File: src/rtl/wb_arbiter.sv
// rtl/wb_arbiter.sv - writeback arbiter merging ALU results and FIFO-buffered loads onto one regfile port
// Optional WB_TRACE_EN: prints each registered write and scoreboard conflicts.
module wb_arbiter #(
    parameter int LQ_DEPTH     = 4,
    parameter int STARVE_LIMIT = 3
) (
    input  logic                        clk,
    input  logic                        rstn,
    input  logic                        aluValid,
    input  logic [4:0]                  aluRd,
    input  logic [31:0]                 aluData,
    output logic                        aluStall,
    input  logic                        ldIssue,
    input  logic [4:0]                  ldIssueRd,
    input  logic                        ldValid,
    input  logic [4:0]                  ldRd,
    input  logic [31:0]                 ldData,
    output logic                        ldReady,
    output logic                        regsWriteEnable,
    output logic [4:0]                  regWriteNum,
    output logic [31:0]                 regWriteData,
    output logic [31:0]                 pendingMask,
    output logic                        sbConflict,
    output logic [$clog2(LQ_DEPTH):0]   lqCount
);
    localparam int PW = $clog2(LQ_DEPTH);
    localparam int CW = PW + 1;
    localparam int SW = $clog2(STARVE_LIMIT + 1);
    localparam logic [CW-1:0] FULL_CNT = CW'(LQ_DEPTH);
    localparam logic [SW-1:0] LIMIT    = SW'(STARVE_LIMIT);

    logic [4:0]    r_q_rd   [LQ_DEPTH];
    logic [31:0]   r_q_data [LQ_DEPTH];
    logic [PW-1:0] r_wptr;
    logic [PW-1:0] r_rptr;
    logic [CW-1:0] r_count;
    logic [SW-1:0] r_starve;
    logic          r_ld_wb;
    logic          r_we;
    logic [4:0]    r_num;
    logic [31:0]   r_data;
    logic [31:0]   r_mask;
    logic          r_conflict;

    logic          w_alu_req;
    logic          w_nonempty;
    logic          w_push;
    logic          w_pop;
    logic [31:0]   w_set;
    logic [31:0]   w_clr;

    assign w_alu_req  = aluValid && (aluRd != 5'd0);
    assign w_nonempty = (r_count != '0);
    assign ldReady    = (r_count != FULL_CNT);
    // Writes to x0 complete the handshake but are never queued.
    assign w_push     = ldValid && ldReady && (ldRd != 5'd0);
    assign w_pop      = !w_alu_req && w_nonempty;
    assign w_set      = (ldIssue && ldIssueRd != 5'd0) ? (32'd1 << ldIssueRd) : 32'd0;
    assign w_clr      = r_ld_wb ? (32'd1 << r_num) : 32'd0;

    always_ff @(posedge clk) begin
        if (w_push) begin
            r_q_rd[r_wptr]   <= ldRd;
            r_q_data[r_wptr] <= ldData;
        end
    end

    always_ff @(posedge clk or negedge rstn) begin
        if (!rstn) begin
            r_wptr     <= '0;
            r_rptr     <= '0;
            r_count    <= '0;
            r_starve   <= '0;
            r_ld_wb    <= 1'b0;
            r_we       <= 1'b0;
            r_num      <= 5'd0;
            r_data     <= 32'd0;
            r_mask     <= 32'd0;
            r_conflict <= 1'b0;
        end else begin
            if (w_push) r_wptr <= r_wptr + 1'b1;
            if (w_pop)  r_rptr <= r_rptr + 1'b1;
            if (w_push && !w_pop)      r_count <= r_count + 1'b1;
            else if (w_pop && !w_push) r_count <= r_count - 1'b1;

            if (w_pop || !w_nonempty)         r_starve <= '0;
            else if (r_starve != LIMIT)       r_starve <= r_starve + 1'b1;

            r_we    <= w_alu_req || w_pop;
            r_ld_wb <= w_pop;
            if (w_alu_req) begin
                r_num  <= aluRd;
                r_data <= aluData;
            end else if (w_pop) begin
                r_num  <= r_q_rd[r_rptr];
                r_data <= r_q_data[r_rptr];
            end

            // Set after clear so a same-cycle reissue keeps the bit pending.
            r_mask     <= ((r_mask & ~w_clr) | w_set) & 32'hFFFF_FFFE;
            r_conflict <= ldIssue && (ldIssueRd != 5'd0) && r_mask[ldIssueRd];
        end
    end

    assign aluStall        = (r_starve == LIMIT);
    assign regsWriteEnable = r_we;
    assign regWriteNum     = r_num;
    assign regWriteData    = r_data;
    assign pendingMask     = r_mask;
    assign sbConflict      = r_conflict;
    assign lqCount         = r_count;

`ifdef WB_TRACE_EN
    always_ff @(posedge clk) begin
        if (rstn && (w_alu_req || w_pop))
            $display("wb x%0d = %h src=%s", w_alu_req ? aluRd : r_q_rd[r_rptr],
                     w_alu_req ? aluData : r_q_data[r_rptr], w_alu_req ? "alu" : "ld");
        if (rstn && r_conflict)
            $display("wb warning: load issued to already-pending x%0d", ldIssueRd);
    end
`endif
endmodule

File: config.mk
export PLATFORM = sky130hd
export DESIGN_NAME = wb_arbiter
export DESIGN_NICKNAME = d
export VERILOG_FILES = /design/src/rtl/wb_arbiter.sv
export SDC_FILE = /design/constraint.sdc
export NUM_CORES = 1
export LEC_CHECK = 0
export CAP_MARGIN = 20
export CORE_ASPECT_RATIO = 0.5
export CORE_UTILIZATION = 40
export CTS_BUF_LIST = sky130_fd_sc_hd__clkbuf_8
export CTS_CLUSTER_DIAMETER = 150
export CTS_CLUSTER_SIZE = 25
export DETAILED_ROUTE_END_ITERATION = 6
export GPL_ROUTABILITY_DRIVEN = 1
export GPL_TIMING_DRIVEN = 0
export PLACE_DENSITY = 0.6
export SYNTH_ARGS = -nofsm -noshare
export SYNTH_HDL_FRONTEND = slang
export SYNTH_SLANG_ARGS = --single-unit
File: constraint.sdc
create_clock -name clk -period 5.42 [get_ports clk]
set_input_delay 1.355 -clock clk [delete_from_list [all_inputs] [get_ports clk]]
set_output_delay 1.355 -clock clk [all_outputs]
set_load 0.05 [all_outputs]
==> run summary, run 1 <==
Fin crit period: 3400 ps
Multi-input combinational cell area: 2733 um^2
Cts repair resizes: 0
Die area: 24080 um^2
Latest clock arrival within the worst-skew pair: 520 ps
CP max stage delay: 830 ps
Share of layout cells above drive strength 1: 0.1404
Placed cell areas: 11450 um^2
I/O pin cnt: 160
Worst Path Arrival: 2050 ps
Vias per cell: 5.220
Layout Nets: 846
Pleak: 4.051 nW
Max Cap Violations: 0
Syn nets: 670
CTS max path bufs: 3
Compound-cell area share of the yosys netlist: 0.06544
Synth unique cells: 43
Crit-path max FO: 5
Power per Cell Area: 533.7 nW/um^2
Clock Skew: 36.52 ps
Row Count: 39
Worst EP required: 4070 ps
Die Ht: 110.2 um
Yosys reg bits: 228
Number of global-route vias before repair: 5575
Die X: 218.4 um
Syn avg cell area: 16.18 um^2
CP cell instances: nor2_1, nand2_1, clkdlybuf4s50_1
Initial antenna violation count: 0
DR iter-0 viols: 499
Overflow after GRT: 0
Slew Limit Fails: 0
Post-Route Setup TNS: 0 ps
Status: completed
Most common cell after layout, fill and taps aside: clkdlybuf4s50_1
Adder-Cell Fraction of Synth Area: 0.01015
Slowest-stage cell, CP: clkdlybuf4s50_1
Hold_ws: 571.0 ps
Post-synthesis mux area share: 0.1522
Via count: 5580
Final setup margin: 2020 ps
Setup repair after global routing missed its margin: false
Worst setup SP type: flip-flop
Post-route ant nets: 0
Final RePlAce weighted congestion: 0.9058
Synthesis Warnings: 0
Ys async rst share: 0.3509
Fin area: 11700 um^2
Peak supply drop: 0.0003376 V
Clk root buf: clkbuf_8
HP Class: flip-flop to flip-flop
Drt first pass iters: 5
Worst Tran Pin Value: 761.4 ps
Area contributors post-synth: edfxtp_1, dfrtp_1, mux4_2, mux2i_1, o21ai_0
Fillers: 1935
Max Clock Freq: 294.1 MHz
IO buf count: 156
First-pass GRT wire length: 32.94 mm
Post-Syn Area: 9369 um^2
Finished Core Util: 0.5111
Starting Density: 0.4094
Kind of critical path: flip-flop to primary output
Main combinational cell family by area after synthesis: multiplexers
Post-synth top flop: edfxtp_1
Cells after Synth: 579
DRC Markers: 0
Simple logic cell fraction of the synthesized area: 0.05636
H-tree levels: 1
# diodes: 0
CTS tree: built
EDFF count, synth: 148
Post-synth top area cell: edfxtp_1
Core footprint: 22890 um^2
Seq/Total Area, Yosys: 0.6880
CTS Buf Count: 13
Dpl ws: 1457 ps
Leading cell types in the layout, fill and taps excluded: clkdlybuf4s50_1, edfxtp_1, dfrtp_1
Final Setup Violations: 0
Synth Area in XOR/XNOR: 0.006544
Period utilisation layout: 0.6274
Endpoint type of the worst setup path: primary output
Clk slew on worst S/H paths: 160 ps
DR WL/cell: 20.32 um
Setup Buffers After CTS: 0
Area grow syn2layout: 24.85%
Clock Sinks: 228
Largest net degree at the start of global routing: 43
Post-CTS Hold Fix Bufs: 0
DPL Wire Length: 15.15 mm
FF+latch area: 6446 um^2
Final hold violation count: 0
Final WL: 21.72 mm
GR Util All Layers: 0.1834
Slew headroom: 0.4924
Yosys top cell area share: 0.4744
-- critical path: cells and delay by family (launching register included) --
| family | cells | cell delay (ps) |
|---|---|---|
| buf+inv | 1 | 830 |
| flops | 1 | 540 |
| simple gates | 2 | 160 |
-- area by class of cell --
| cell class | count | area share |
|---|---|---|
| well taps | 307 | 0.03284 |
| clock buffers | 13 | 0.01530 |
| plain buffers | 30 | 0.01540 |
| repair buffers | 161 | 0.1450 |
| flip-flops and latches | 228 | 0.5511 |
| multi-input cells | 317 | 0.2336 |
| clock inverters | 9 | 0.005455 |
| inverters | 4 | 0.001284 |
-- registers in the layout, indices dropped and copies added, names as in the netlist --
register	flops
r_q_data	128
regWriteData	32
pendingMask	31
r_q_rd	20
regWriteNum	5
lqCount	3
r_rptr	2
r_starve	2
r_wptr	2
r_ld_wb	1
regsWriteEnable	1
sbConflict	1
-- where the power goes --
| group | internal (mW) | leakage, nW | switching (mW) |
|---|---|---|---|
| Sequential | 2.34 | 2.25 | 0.258 |
| Combinational | 1.15 | 1.66 | 1.72 |
| Clock | 0.241 | 0.142 | 0.535 |
-- final timing paths --
check	from	endpoint	slack [ps]	cells past startpoint
hold reg to reg	pendingMask[15]	pendingMask[15]	570	2
setup / recovery	lqCount[0]	ldReady	2020	3
hold / removal	pendingMask[15]	pendingMask[15]	570	2
min in group asynchronous	rstn	pendingMask[19]	790	1
max in group asynchronous	rstn	regWriteData[13]	4000	2
setup reg to reg	lqCount[0]	r_q_data[3][19]	2850	6
-- per-layer routing --
layer | global-route usage | part of all wire
met2 | 0.3004 | 0.48
met1 | 0.2616 | 0.46
met4 | 0.03646 | 0.016
met5 | 0 | 0
met3 | 0.02881 | 0.041
-- synth_stat cells, types with 7 or more instances --
library cell and number:
a21oi_1 28, mux4_2 37, nor2_1 42, o21ai_0 58
nand2_1 15, clkbuf_1 7, buf_2 9, dfrtp_1 80
mux2i_1 42, a21oi_2 10, edfxtp_1 148, buf_4 9
nand3_1 7, nand2b_1 14
-- logic make-up (layout without fill, tap and decap cells) --
family	after synthesis	in the layout
AO/OA/AOI/OAI	107	107
XOR/XNOR	7	7
adder cells (fa/ha/maj)	7	7
buffers and inverters	34	217
flip-flops	228	228
multiplexers	89	89
other	1	1
AND/OR/NAND/NOR	106	106
-- stage by stage --
step / power (mW) / cells
3_3_place_gp: 5.466 / 1042
6_report: 6.243 / 1069
4_1_cts: 6.326 / 1069
5_1_grt: 6.578 / 1069
2_1_floorplan: 4.535 / 579
3_5_place_dp: 5.553 / 1047
(Power assumes the default switching activity.)
==> run 2: changes to the inputs <==
clock period = 3.5 ns   (was 5.42 ns; I/O delays follow)
==> results of run 2 <==
Same layout as run 1 (identical final DEF). Status: completed.
Main changes from that run: setup slack after placement 1457 ps -> 16.88 ps; setup slack after layout 2020 ps -> 579.6 ps; hold slack 571.0 ps -> 313.9 ps; register-to-register setup slack 2850 ps -> 930 ps; total power 6.243 mW -> 9.668 mW; worst IR drop on VDD 0.0003376 V -> 0.0005228 V
